## src/rtl/image_fetch_streamer.sv

```systemverilog
// Turns the image memory's fixed one-cycle-latency read port into a raster-ordered valid/ready
// pixel stream with row/column/frame markers. Optional checksum: define IMAGE_FETCH_CHECKSUM_EN.
module image_fetch_streamer #(
  parameter int IMG_W      = 224,
  parameter int IMG_H      = 224,
  parameter int DATA_W     = 16,
  parameter int ADDR_W     = 16,
  parameter int FIFO_DEPTH = 4
) (
  input  logic                     clk,
  input  logic                     rst,
  input  logic                     start,
  output logic                     busy,
  output logic                     done,
  output logic                     mem_req,
  output logic [ADDR_W-1:0]        mem_addr,
  input  logic [DATA_W-1:0]        mem_pixel,
  input  logic                     mem_valid,
  output logic [DATA_W-1:0]        out_pixel,
  output logic                     out_valid,
  input  logic                     out_ready,
  output logic [$clog2(IMG_H)-1:0] out_row,
  output logic [$clog2(IMG_W)-1:0] out_col,
  output logic                     out_sof,
  output logic                     out_eol,
  output logic                     out_eof,
  output logic                     err_resp,
  output logic [31:0]              checksum
);
  localparam int ROW_W = $clog2(IMG_H);
  localparam int COL_W = $clog2(IMG_W);
  localparam int PTR_W = $clog2(FIFO_DEPTH);
  localparam int CNT_W = PTR_W + 1;
  localparam logic [ADDR_W-1:0] LAST_ADDR = ADDR_W'(IMG_W * IMG_H - 1);
  localparam logic [ROW_W-1:0]  LAST_ROW  = ROW_W'(IMG_H - 1);
  localparam logic [COL_W-1:0]  LAST_COL  = COL_W'(IMG_W - 1);
  localparam logic [CNT_W:0]    DEPTH_EXT = (CNT_W + 1)'(FIFO_DEPTH);

  typedef enum logic [1:0] {S_IDLE, S_FETCH, S_DRAIN, S_DONE} state_t;

  state_t            state, state_next;
  logic              inflight;
  logic              push, pop, start_accept, credit_ok;
  logic [DATA_W-1:0] push_data;
  logic [DATA_W-1:0] fifo_mem [FIFO_DEPTH];
  logic [PTR_W-1:0]  wr_ptr, rd_ptr;
  logic [CNT_W-1:0]  fifo_count, fifo_count_next;

  // Every request gets exactly one FIFO slot one cycle later; a missing response becomes a zero pixel.
  assign start_accept    = (state == S_IDLE) && start;
  assign push            = inflight;
  assign push_data       = mem_valid ? mem_pixel : '0;
  assign pop             = out_valid && out_ready;
  assign fifo_count_next = fifo_count + CNT_W'(push) - CNT_W'(pop);
  assign credit_ok       = ({1'b0, fifo_count} + (CNT_W + 1)'(inflight)) < DEPTH_EXT;

  always_comb begin
    // NOTE: every combinational output gets a default first so no path leaves it unassigned (no latch).
    state_next = state;
    mem_req    = 1'b0;
    busy       = 1'b0;
    done       = 1'b0;
    unique case (state)
      S_IDLE:  if (start) state_next = S_FETCH;
      S_FETCH: begin
        busy    = 1'b1;
        mem_req = credit_ok;
        if (credit_ok && mem_addr == LAST_ADDR) state_next = S_DRAIN;
      end
      S_DRAIN: begin
        busy = 1'b1;
        if (!inflight && fifo_count_next == '0) state_next = S_DONE;
      end
      S_DONE: begin
        done       = 1'b1;
        state_next = S_IDLE;
      end
      default: state_next = S_IDLE;
    endcase
  end

  // NOTE: sequential state uses non-blocking assignments so all registers update from pre-edge values.
  always_ff @(posedge clk) begin
    if (rst) begin
      state    <= S_IDLE;
      inflight <= 1'b0;
      mem_addr <= '0;
      err_resp <= 1'b0;
    end else begin
      state    <= state_next;
      inflight <= mem_req;
      if (start_accept)  mem_addr <= '0;
      else if (mem_req)  mem_addr <= mem_addr + ADDR_W'(1);
      err_resp <= err_resp | (inflight & ~mem_valid) | (~inflight & mem_valid);
    end
  end

  always_ff @(posedge clk) begin
    if (rst) begin
      wr_ptr     <= '0;
      rd_ptr     <= '0;
      fifo_count <= '0;
    end else begin
      if (push) wr_ptr <= wr_ptr + PTR_W'(1);
      if (pop)  rd_ptr <= rd_ptr + PTR_W'(1);
      fifo_count <= fifo_count_next;
    end
  end

  // NOTE: storage array has no reset; occupancy is tracked by the reset pointers and count.
  always_ff @(posedge clk) begin
    if (push) fifo_mem[wr_ptr] <= push_data;
  end

  assign out_valid = (fifo_count != '0);
  assign out_pixel = out_valid ? fifo_mem[rd_ptr] : '0;

  always_ff @(posedge clk) begin
    if (rst || start_accept) begin
      out_row <= '0;
      out_col <= '0;
    end else if (pop) begin
      if (out_col == LAST_COL) begin
        out_col <= '0;
        out_row <= (out_row == LAST_ROW) ? '0 : out_row + ROW_W'(1);
      end else begin
        out_col <= out_col + COL_W'(1);
      end
    end
  end

  assign out_sof = out_valid && (out_row == '0) && (out_col == '0);
  assign out_eol = out_valid && (out_col == LAST_COL);
  assign out_eof = out_eol && (out_row == LAST_ROW);

`ifdef IMAGE_FETCH_CHECKSUM_EN
  logic [31:0] csum;

  always_ff @(posedge clk) begin
    if (rst || start_accept) csum <= '0;
    else if (pop)            csum <= csum + 32'(out_pixel);
  end

  assign checksum = csum;
`else
  assign checksum = 32'd0;
`endif

endmodule

```

## config.mk

```make
export PLATFORM = sky130hd
export DESIGN_NAME = image_fetch_streamer
export DESIGN_NICKNAME = d
export VERILOG_FILES = /design/src/rtl/image_fetch_streamer.sv
export SDC_FILE = /design/constraint.sdc
export NUM_CORES = 1
export LEC_CHECK = 0
export BUFFER_PORTS_ARGS = -buffer_cell sky130_fd_sc_hd__buf_2
export CORE_MARGIN = 8
export CORE_UTILIZATION = 44
export DETAILED_ROUTE_END_ITERATION = 10
export GPL_ROUTABILITY_DRIVEN = 1
export PLACE_DENSITY = 0.65
export SYNTH_ARGS = -nofsm -noshare
export SYNTH_HDL_FRONTEND = slang
export SYNTH_SLANG_ARGS = --single-unit
```

## constraint.sdc

```tcl
create_clock -name clk -period 6.3 [get_ports clk]
set_input_delay 1.26 -clock clk [delete_from_list [all_inputs] [get_ports clk]]
set_output_delay 1.26 -clock clk [all_outputs]
set_load 0.03 [all_outputs]
```

# After elaboration in Yosys (flattened, before gate mapping)
# Memories as Yosys holds them, arrays and structs flattened. A register that Yosys moved wholly into a read port is not among the register bits.
# Cells that the tools add are included.
# Widths: inputs -> output; s select.
# word_totals
reg_bits	43
ramBits	64
inputBits	21
out_inout_bits	88
word_cells	68
n_memories	1
# op_classes
addsub	8
magnitude_cmp	1
n_eq_ne	9
n_mux	15
n_bitwise	6
reduce_logical	19
# memory_table
memory	words	width	rd	rd_ports_with_merged_regs	write_ports	line	text
fifo_mem	4	16	1	1	1	45	logic [DATA_W-1:0] fifo_mem [FIFO_DEPTH];
# ops
operator	count
$mux 16	2
$add 16x1->16 const B	1
$add 8x1->8 const B	2
$eq 16x16->1 const B	1
$eq 8x8->1 const B	2
$logic_not 8->1	2
$mux 8	2
$mux 2	5
$logic_and 1x1->1	8
$pmux 2 s4	1
$ne 2x2->1 const B	3
$mux 1	5
$add 2x1->2 const B	2
$add 3x1->4	1
$eq 2x2->1 const B	2
$lt 4x3->1 const B	1
$reduce_or 2->1	2
$add 3x1->3	1
$logic_not 3->1	1
$reduce_and 3->1	1
$reduce_bool 3->1	1
$sub 3x1->3	1
$and 1x1->1	2
$eq 2x1->1 const B	1
6 further kinds	8

# Depth between registers and ports, before layout
# Gate-level depths: netlist of the first run.
# depth
ltp_word	7
ltp_mapped	11
ltp_nobuf	10

# Worst setup path before layout of the first run
# OpenSTA, ideal clock, no wires.
# synth_timing
path_type	input to register
start	in out_ready
end	reg state[0]
setup_ps	122
t_arrival_ps	3821
required_time_ps	6178
setup_slack_ps	2357
stages	11
path_buffers	1
cell_sequence	o31ai_1 clkbuf_1 clkinv_1 ha_1 inv_1 ha_1 fa_1 o31a_1 a221oi_1 mux2i_1 nand3_1
# synth_between
elab_chain_cells	6
# synth_lines
element	line	text
start: declaration	21	input logic out_ready,
$logic_and 1x1->1	53	assign pop = out_valid && out_ready;
named net pop	43	logic push, pop, start_accept, credit_ok;
$sub 3x1->3	54	assign fifo_count_next = fifo_count + CNT_W'(push) - CNT_W'(pop);
named net fifo_count_next[1]	47	logic [CNT_W-1:0] fifo_count, fifo_count_next;
$logic_not 3->1	72	if (!inflight && fifo_count_next == '0) state_next = S_DONE;
$logic_and 1x1->1	72	
$ne 2x2->1 (no line)	-	
$reduce_and 3->1 (no line)	-	
end signal: assignment	90	state <= state_next;
end: declaration	41	state_t state, state_next;
# The timed path passes the listed nets, and every way through them passes these cells.
# A chain may end at the register's enable or synchronous reset.

# Worst setup path in the final report of the first run
# Same ends and word-level chain as after synthesis.

==> run_results.csv, run 1 <==
group,metric,value,unit
finish,final_layout_size_suffix_gt1_share,21.6,%
synthesis,yosysMostFrequentCell,"edfxtp_1",
synthesis,synth_top_cell_by_area,"edfxtp_1",
timing,tightest_slew,0.866,ns
clocking,cts_tree,"yes",
floorplanning,row_count,40,
synthesis,yosys_warnings,0,
global_routing,overflow,0,
worst_hold_path,min_delay_path_depth,2,
placed_design,place_congestion,0.785,
placed_design,place_inst,654,
synthesis,seq_area_frac_synth,53.5,%
routing,drtIter0Drc,167,
synthesis,ys_ff_latch,109,
timing,setup_violations,0,
timing,hold_violations,0,
timing,timing.slew.headroom,42.2,%
clocking,cts.sinks,109,
timing,fin_worst_skew,0.00589,ns
floorplanning,die_h,126,microns
setup_path,crit_required,6.53,ns
setup_path,crit_fanout,11,
routing,wl_per_cell,16.1,microns
floorplanning,die_area,15800,sq um
clocking,htreeDepth,3,
global_routing,grt_usage,13.7,%
timing,setup_tns,0,ns
finish,areaGrowthSynthToFinish,12.2,%
floorplanning,die_x,126,microns
clocking,clk-insertion-delay-late,0.34,ns
routing,drt_pass1_iterations,4,
clocking,ctsLongestPathBuffers,2,
outcome,status,"finished clean",
pwr,peakVddDrop,0.201,mV
synthesis,synthDistinctLibCells,53,
synthesis,synth_edf_count,64,
clocking,post_cts_buffers,0,
clocking,root_buffer,"clkbuf_16",
floorplanning,core,11900,sq um
setup_path,reg2regPathDepth,11,
floorplanning,ios,109,
synthesis,synthTopCellsByCount,"edfxtp_1 (64), dfxtp_1 (45), and2_1 (41), buf_4 (33), nand2_1 (30)",
placed_design,port_buffers,76,
routing,ant_nets,0,
global_routing,grt_pass1_wl,17500,microns
timing,layout_setup_ws,2.54,ns
synthesis,synthesis.area,5280,sq um
pwr,leakage,2.26,nW
global_routing,grt_max_degree,24,
worst_hold_path,hold_path.class,"flip-flop to flip-flop",
timing,rsz0062_at_grt,"no",
synthesis,synth_cells,450,
routing,vias,3521,
synthesis,synth_top_area_share,36.4,%
global_routing,antenna_found_initial,1,
placed_design,dp_hpwl,7490,microns
synthesis,netlist_top_cells_area,"edfxtp_1 (36%), dfxtp_1 (17%), mux4_2 (6.8%)",
timing,post-route-period-util,59.7,%
finish,nNetsFinal,557,
routing,vias_per_cell,5.25,
routing,wl,10800,microns
clocking,cts-hold-fix-buffers,0,
global_routing,grt_pass1_vias,3455,
setup_path,worstSetupPathType,"input pin to flip-flop",
clocking,cts_resized,0,
timing,drv_slew,0,
clocking,cts_buffers,9,
setup_path,r2r_start,"fifo_count[1]",
routing,drc_errors,0,
placed_design,pre_cts_ws,2.19,ns
timing,max_freq,266,MHz
worst_hold_path,worstHoldStart,"mem_addr[9]",
synthesis,yosys_most_used_dff,"edfxtp_1",
run,cap_violations,0,
finish,final_core_util,49.9,%
finish,fill_cells,1071,
pwr,power-per-cell-area,357,nW/um^2
setup_path,crit_arrival,3.99,ns
floorplanning,start_util,44.5,%
setup_path,startpoint_type,"input pin",
finish,layout.cells.non_filler,671,
timing,finalCriticalPeriod,3.76,ns
setup_path,worst_setup_path_end_kind,"flip-flop",
clocking,clk_pin_slew,0.07,ns
synthesis,synthArstFlopShare,0,%
setup_path,worstSetupStartpoint,"out_ready",
synthesis,avgSynthCellArea,11.7,sq um
-- logic make-up (layout without fill, tap and decap cells) --
group,count (synthesis),in the layout,share of synthesized area [%]
AO/OA/AOI/OAI,37,37,4.96
XOR/XNOR,13,13,2.16
adder cells (fa/ha/maj),18,18,4.41
buffers and inverters,72,114,7.75
flip-flops,109,109,53.5
multiplexers,27,27,8.91
other,1,33,0.0711
AND/OR/NAND/NOR,173,173,18.3
-- worst max-delay path, cell delays in order --
cell      delay (ns)
buf_2           0.11
o31ai_1         0.06
buf_4           0.21
clkinv_1        0.20
ha_1            0.34
inv_1           0.04
ha_1            0.18
fa_1            0.45
o31a_1          0.26
a221oi_1        0.54
mux2i_1         0.25
nand3_1         0.09
-- path summary, 6_finish.rpt --
check	slack (ns)	to
setup / recovery	2.54	state[0]
hold / removal	0.48	mem_addr[9]
setup reg to reg	3.01	state[0]
hold reg to reg	0.48	mem_addr[9]
-- sequential cells by signal, summed over array words and instances (netlist names), named ones only --
| signal | count |
|---|---|
| fifo_count | 3 |
| inflight | 1 |
| fifo_mem | 64 |
| err_resp | 1 |
| out_row | 8 |
| out_col | 8 |
| wr_ptr | 2 |
| mem_addr | 16 |
| rd_ptr | 2 |
| state | 2 |
-- report_power, final --
part	internal (mW)	total, mW	switching [mW]
sequential	0.809	0.854	0.0456
clock	0.271	0.525	0.254
combinational	0.255	0.733	0.478
total	1.34	2.11	0.778
-- area by class of cell --
type | count | area [sq um] | area share (%)
antenna | 1 | 2.50 | 0.0423
clock buffer | 10 | 229 | 3.87
clock inverter | 6 | 45.0 | 0.761
inverter | 19 | 71.3 | 1.20
multi-input combinational | 300 | 2160 | 36.5
sequential | 109 | 2820 | 47.7
tap | 147 | 184 | 3.11
timing repair buffer | 79 | 403 | 6.81
-- cell usage in the layout, fill, tap and decap left out, drive strengths merged, types with 2 or more instances in the layout --
| master | n |
|---|---|
| ha | 17 |
| dfxtp | 45 |
| nor4b | 2 |
| clkbuf | 10 |
| nor3b | 2 |
| nor3 | 6 |
| and2 | 41 |
| nor4 | 12 |
| nor2 | 24 |
| nand2 | 31 |
| nand3 | 13 |
| mux2i | 11 |
| edfxtp | 64 |
| and3 | 3 |
| or4 | 5 |
| inv | 20 |
| a21oi | 13 |
| a41oi | 2 |
| nor2b | 3 |
| o31a | 2 |
| clkinv | 4 |
| xor2 | 4 |
| o31ai | 5 |
| conb | 32 |
| or3 | 5 |
| xnor2 | 9 |
| o21ai | 4 |
| a41o | 2 |
| nand2b | 9 |
| nand4 | 10 |
| mux4 | 16 |
| and4 | 3 |
| buf | 79 |
-- metrics by stage --
step	area, sq um	hold slack, ns	power [mW]
6_report	5920	0.482	2.11
5_1_grt	5920	0.511	2.23
4_1_cts	5920	0.485	2.14
3_5_place_dp	5640	0.474	1.61
3_3_place_gp	5640	0.471	1.60
2_1_floorplan	5390	0.485	1.44
-- layer usage --
layer	part of all wire, %	track usage (%)	vias to the layer above	routed length, microns
li1	-	-	1711	-
met5	0	0	-	0
met3	6.3	3.95	13	685
met1	43	16.5	1695	4610
met4	1.7	5.01	0	181
met2	49	22.9	102	5330
Note: power is estimated with default switching activity, not from simulation.
==> run 2: changes to the inputs <==
==> constraint.sdc (replaced) <==
create_clock -name clk -period 3.8 [get_ports clk]
set_input_delay 0.76 -clock clk [delete_from_list [all_inputs] [get_ports clk]]
set_output_delay 0.76 -clock clk [all_outputs]
set_load 0.03 [all_outputs]
==> run_results.csv, run 2 (synthesis results as in run 1) <==
group,metric,value,unit
routing,wl_per_cell,16.4,microns
finish,layout_common_cells,"buf_2 (76), edfxtp_1 (64), dfxtp_1 (45)",
routing,drt_pass1_iterations,4,
run,cap_violations,0,
clocking,clk-insertion-delay-late,0.35,ns
timing,max_freq,323,MHz
floorplanning,row_count,40,
pwr,switching_share,34.6,%
finish,multiInputGateArea,2160,sq um
pwr,power-per-cell-area,617,nW/um^2
setup_path,crit_fanout,6,
global_routing,grt_max_degree,24,
setup_path,worstSetupPathType,"flip-flop to flip-flop",
clocking,cts_resized,0,
placed_design,place_congestion,0.818,
timing,rsz0062_at_grt,"no",
timing,timing.slew.headroom,40.8,%
pwr,p_seq_share,38.4,%
clocking,htreeDepth,3,
clocking,cts_tree,"yes",
timing,tightest_slew,0.887,ns
clocking,cts_buffers,9,
finish,layout_commonest_cell,"buf_2",
global_routing,grt_pass1_wl,17600,microns
clocking,cts-hold-fix-buffers,0,
routing,drtIter0Drc,178,
timing,finalCriticalPeriod,3.10,ns
clocking,clk_pin_slew,0.07,ns
global_routing,antenna_found_initial,1,
floorplanning,die_h,126,microns
floorplanning,ios,109,
routing,drc_errors,0,
clocking,post_cts_buffers,0,
timing,setup_tns,0,ns
pwr,p_clk_share,28.5,%
timing,setup_violations,0,
pwr,peakVddDrop,0.326,mV
floorplanning,start_util,44.5,%
outcome,status,"finished clean",
pwr,combPwrFrac,33.1,%
finish,nNetsFinal,558,
pwr,intPower,2.41,mW
routing,vias,3524,
finish,largest_reg_flops,64,
setup_path,startpoint_type,"flip-flop",
pwr,leakage,2.30,nW
finish,reg_top3,"fifo_mem (64), mem_addr (16)",
setup_path,crit_required,4.03,ns
routing,ant_nets,0,
pwr,p_sw,1.28,mW
routing,vias_per_cell,5.24,
finish,fill_cells,1061,
worst_hold_path,hold_path.class,"flip-flop to flip-flop",
finish,regMostFlops,"fifo_mem",
routing,wl,11000,microns
placed_design,dp_hpwl,7570,microns
setup_path,crit_arrival,3.33,ns
setup_path,worst_setup_path_end_kind,"flip-flop",
setup_path,reg2regPathDepth,10,
timing,fin_worst_skew,0.00621,ns
floorplanning,die_area,15800,sq um
clocking,root_buffer,"clkbuf_16",
timing,hold_violations,0,
finish,final_layout_size_suffix_gt1_share,21.8,%
timing,post-route-period-util,81.5,%
floorplanning,die_x,126,microns
placed_design,port_buffers,76,
global_routing,grt_usage,14.1,%
finish,areaGrowthSynthToFinish,13.5,%
floorplanning,core,11900,sq um
worst_hold_path,min_delay_path_depth,2,
global_routing,grt_pass1_vias,3417,
clocking,ctsLongestPathBuffers,2,
finish,register_area,2820,sq um
global_routing,overflow,0,
timing,drv_slew,0,
timing,hold_slack,0.483,ns
clocking,cts.sinks,109,
## run 2: cell types whose count changed in the layout (fill, tap and decap cells not counted), sizes merged
cell	before	now
bufinv	0	3
inv	20	19
clkinvlp	1	0
clkinv	4	3
buf	79	80
## run 2: layout make-up
| cell class | instances | share of cell area, % |
|---|---|---|
| Sequential cell | 109 | 47.1 |
| Multi-Input combinational cell | 300 | 36.1 |
| Timing Repair Buffer | 80 | 6.85 |
| Clock buffer | 10 | 3.82 |
| Tap cell | 147 | 3.07 |
| Clock inverter | 6 | 1.84 |
| Inverter | 19 | 1.19 |
| Antenna cell | 1 | 0.0418 |
## run 2: worst max-delay path: stages (launching register included)
cell and delay (ns):
dfxtp_1 0.36, o31ai_1 0.38, clkinv_1 0.15, ha_1 0.30
inv_1 0.04, ha_1 0.18, fa_1 0.45, o31a_1 0.25
a221oi_1 0.54, mux2i_1 0.26, nand3_1 0.09
## run 2: power by group through the flow
stage / clock [mW] / combinational [mW] / sequential, mW
2_1_floorplan: 0 / 0.969 / 1.42
3_3_place_gp: 0 / 1.23 / 1.44
3_5_place_dp: 0 / 1.25 / 1.44
4_1_cts: 1.08 / 1.25 / 1.42
5_1_grt: 1.12 / 1.34 / 1.43
6_report: 1.05 / 1.22 / 1.42
## run 2: per-layer routing
| layer | up-vias | global-route usage, % | part of all wire (%) |
|---|---|---|---|
| li1 | 1719 | - | - |
| met1 | 1690 | 16.6 | 43 |
| met2 | 101 | 23.5 | 50 |
| met3 | 14 | 4.29 | 6.2 |
| met4 | 0 | 5.66 | 1.4 |
| met5 | - | 0 | 0 |
## run 2: path summary, 6_finish.rpt
kind,to,slack [ns],from
worst max register to register,state[0],0.70,fifo_count[1]
worst min register to register,mem_addr[9],0.48,mem_addr[9]
worst max-delay path,state[0],0.70,fifo_count[1]
worst min-delay path,mem_addr[9],0.48,mem_addr[9]
## run 2: metrics by stage
stage / instance area, sq um / total power [mW] / std cells / utilization [%] / setup slack [ns]
after floorplan: 5390 / 2.39 / 481 / - / 0.357
after global placement: 5650 / 2.67 / 655 / 47.6 / 0.547
after detailed placement: 5650 / 2.69 / 655 / 47.6 / 0.464
after CTS: 5990 / 3.75 / 671 / 50.5 / 0.710
after global routing: 5990 / 3.89 / 672 / 50.5 / 0.469
final: 5990 / 3.70 / 672 / 50.5 / 0.703
==> run 3: changes to the inputs <==
--- a/config.mk
+++ b/config.mk
@@ -5,6 +5,7 @@
 export SDC_FILE = /design/constraint.sdc
 export NUM_CORES = 1
 export LEC_CHECK = 0
+export ABC_AREA = 1
 export BUFFER_PORTS_ARGS = -buffer_cell sky130_fd_sc_hd__buf_2
 export CORE_MARGIN = 8
 export CORE_UTILIZATION = 44
==> constraint.sdc (replaced) <==
create_clock -name clk -period 2.85 [get_ports clk]
set_input_delay 0.57 -clock clk [delete_from_list [all_inputs] [get_ports clk]]
set_output_delay 0.57 -clock clk [all_outputs]
set_load 0.03 [all_outputs]
==> run_results.csv, run 3 <==
group,metric,value,unit
outcome,status,"finished clean",
global_routing,grt_max_degree,27,
synthesis,synthDistinctLibCells,36,
finish,final_core_util,50.2,%
floorplanning,die_x,128,microns
timing,setup_tns,0,ns
clocking,cts-hold-fix-buffers,0,
clocking,ctsLongestPathBuffers,2,
timing,timing.slew.headroom,49.7,%
routing,drt_pass1_iterations,4,
synthesis,yosys_warnings,0,
clocking,post_cts_buffers,0,
synthesis,ys_ff_latch,109,
clocking,cts_buffers,9,
pwr,leakage,2.70,nW
global_routing,grt_pass1_wl,20400,microns
routing,wl_per_cell,14.1,microns
synthesis,synthesis.area,5510,sq um
placed_design,pre_cts_ws,0.203,ns
finish,antenna_cells,0,
synthesis,avgSynthCellArea,8.76,sq um
pwr,power-per-cell-area,785,nW/um^2
setup_path,crit_fanout,7,
clocking,root_buffer,"clkbuf_16",
global_routing,grt_pass1_vias,4199,
routing,wl,12400,microns
pwr,peakVddDrop,0.480,mV
finish,regMostFlops,"fifo_mem",
setup_path,crit_required,3.09,ns
timing,finalCriticalPeriod,2.54,ns
finish,reg_top3,"fifo_mem (64), mem_addr (16)",
routing,vias_per_cell,4.78,
setup_path,worstSetupPathType,"flip-flop to flip-flop",
floorplanning,core,12400,sq um
finish,layout_common_cells,"nor2_1 (105), nand2_1 (100), buf_2 (76)",
floorplanning,die_area,16400,sq um
placed_design,place_area,5910,sq um
clocking,cts_resized,0,
floorplanning,start_util,44.4,%
setup_path,crit_arrival,2.77,ns
global_routing,grt_usage,15.7,%
run,cap_violations,0,
timing,hold_violations,0,
placed_design,place_congestion,0.869,
finish,layout_commonest_cell,"nor2_1",
clocking,cts_tree,"yes",
synthesis,yosysMostFrequentCell,"nor2_1",
timing,layout_setup_ws,0.315,ns
setup_path,worst_setup_path_end_kind,"flip-flop",
pwr,power,4.89,mW
timing,tightest_slew,0.753,ns
placed_design,port_buffers,76,
synthesis,synth_cells,629,
synthesis,synth_top_area_share,34.9,%
timing,post-route-period-util,89.0,%
floorplanning,ios,109,
clocking,htreeDepth,3,
worst_hold_path,hold_path.class,"flip-flop to flip-flop",
timing,setup_violations,0,
timing,fin_worst_skew,0.00784,ns
floorplanning,die_h,128,microns
routing,vias,4203,
finish,final_layout_size_suffix_gt1_share,17.9,%
routing,drtIter0Drc,286,
routing,ant_nets,0,
clocking,clk-insertion-delay-late,0.35,ns
finish,fill_cells,1195,
global_routing,antenna_found_initial,0,
finish,design_area,6230,sq um
clocking,cts.sinks,109,
global_routing,overflow,0,
synthesis,synth_top_cell_by_area,"edfxtp_1",
synthesis,synthArstFlopShare,0,%
finish,nNetsFinal,742,
finish,largest_reg_flops,64,
synthesis,yosys_most_used_dff,"edfxtp_1",
timing,drv_slew,0,
clocking,clk_pin_slew,0.07,ns
floorplanning,row_count,41,
timing,rsz0062_at_grt,"no",
placed_design,dp_hpwl,8760,microns
synthesis,synthTopCellsByCount,"nor2_1 (105), nand2_1 (100), inv_1 (70), edfxtp_1 (64), dfxtp_1 (45)",
routing,drc_errors,0,
synthesis,seq_area_frac_synth,51.2,%
synthesis,netlist_top_cells_area,"edfxtp_1 (35%), dfxtp_1 (16%), nor2_1 (7.2%)",
finish,areaGrowthSynthToFinish,13.0,%
setup_path,startpoint_type,"flip-flop",
timing,max_freq,394,MHz
synthesis,synth_edf_count,64,
==> run 3: cell types whose count changed in the layout (fill, tap and decap cells not counted), sizes merged, moves of 16 or more <==
cell and change:
o21ai +42, inv +62, mux4 -16, a21oi +34
nor2 +85, and2 -41, nand2 +80
==> run 3: through the flow <==
stage,cells,hold slack (ns)
floorplan,660,0.436
global placement,864,0.452
detailed placement,864,0.463
CTS,880,0.471
global route,880,0.471
finish,880,0.478
==> run 3: worst paths after layout <==
check                start         to  slack, ns  cells after the start
min reg2reg      rd_ptr[1]  flip-flop       0.48                      2
max          fifo_count[1]   state[1]       0.31                     14
max reg2reg  fifo_count[1]   state[1]       0.31                     14
min              rd_ptr[1]  flip-flop       0.48                      2
==> run 3: cells by family after synthesis <==
| family | count (synthesis) | share of synthesized area (%) |
|---|---|---|
| buffers and inverters | 127 | 11.9 |
| other | 1 | 0.0681 |
| adders and majority gates | 18 | 4.22 |
| AOI/OAI and AO/OA | 96 | 9.20 |
| DFF | 109 | 51.2 |
| xor gates and xnor gates | 15 | 2.38 |
| and+or+nand+nor | 263 | 21.0 |
==> run 3: cell type report <==
| class | count | area [sq um] | share of cell area, % |
|---|---|---|---|
| flip-flops and latches | 109 | 2820 | 45.3 |
| multi-input cells | 424 | 2150 | 34.5 |
| repair buffers | 83 | 433 | 6.95 |
| inverters | 76 | 290 | 4.66 |
| clock buffers | 9 | 225 | 3.62 |
| well taps | 172 | 215 | 3.46 |
| clock inverters | 7 | 90.1 | 1.45 |
==> run 3: critical path, stage by stage (launching register included) <==
cell	delay, ns
dfxtp_1	0.36
nor2_4	0.16
nand2_4	0.08
nand2_4	0.10
inv_2	0.04
ha_1	0.27
inv_1	0.04
ha_1	0.18
fa_1	0.45
nor3_1	0.15
nand2_1	0.08
a21oi_1	0.27
nand3_1	0.14
nand2_1	0.07
nor2_1	0.04
==> run 3: report_power, final <==
group | switching, mW | internal [mW] | leakage [nW]
combinational | 1.24 | 0.462 | 1.59
clock | 0.609 | 0.711 | 0.157
sequential | 0.0800 | 1.78 | 0.951
==> run 3: layer usage <==
metal / wire (microns) / share of wire, % / up-vias / track usage [%]
li1: - / - / 2131 / -
met1: 5180 / 42 / 1957 / 17.6
met2: 6390 / 52 / 109 / 28.0
met3: 739 / 6.0 / 6 / 5.12
met4: 68 / 0.55 / 0 / 3.57
met5: 0 / 0 / - / 0
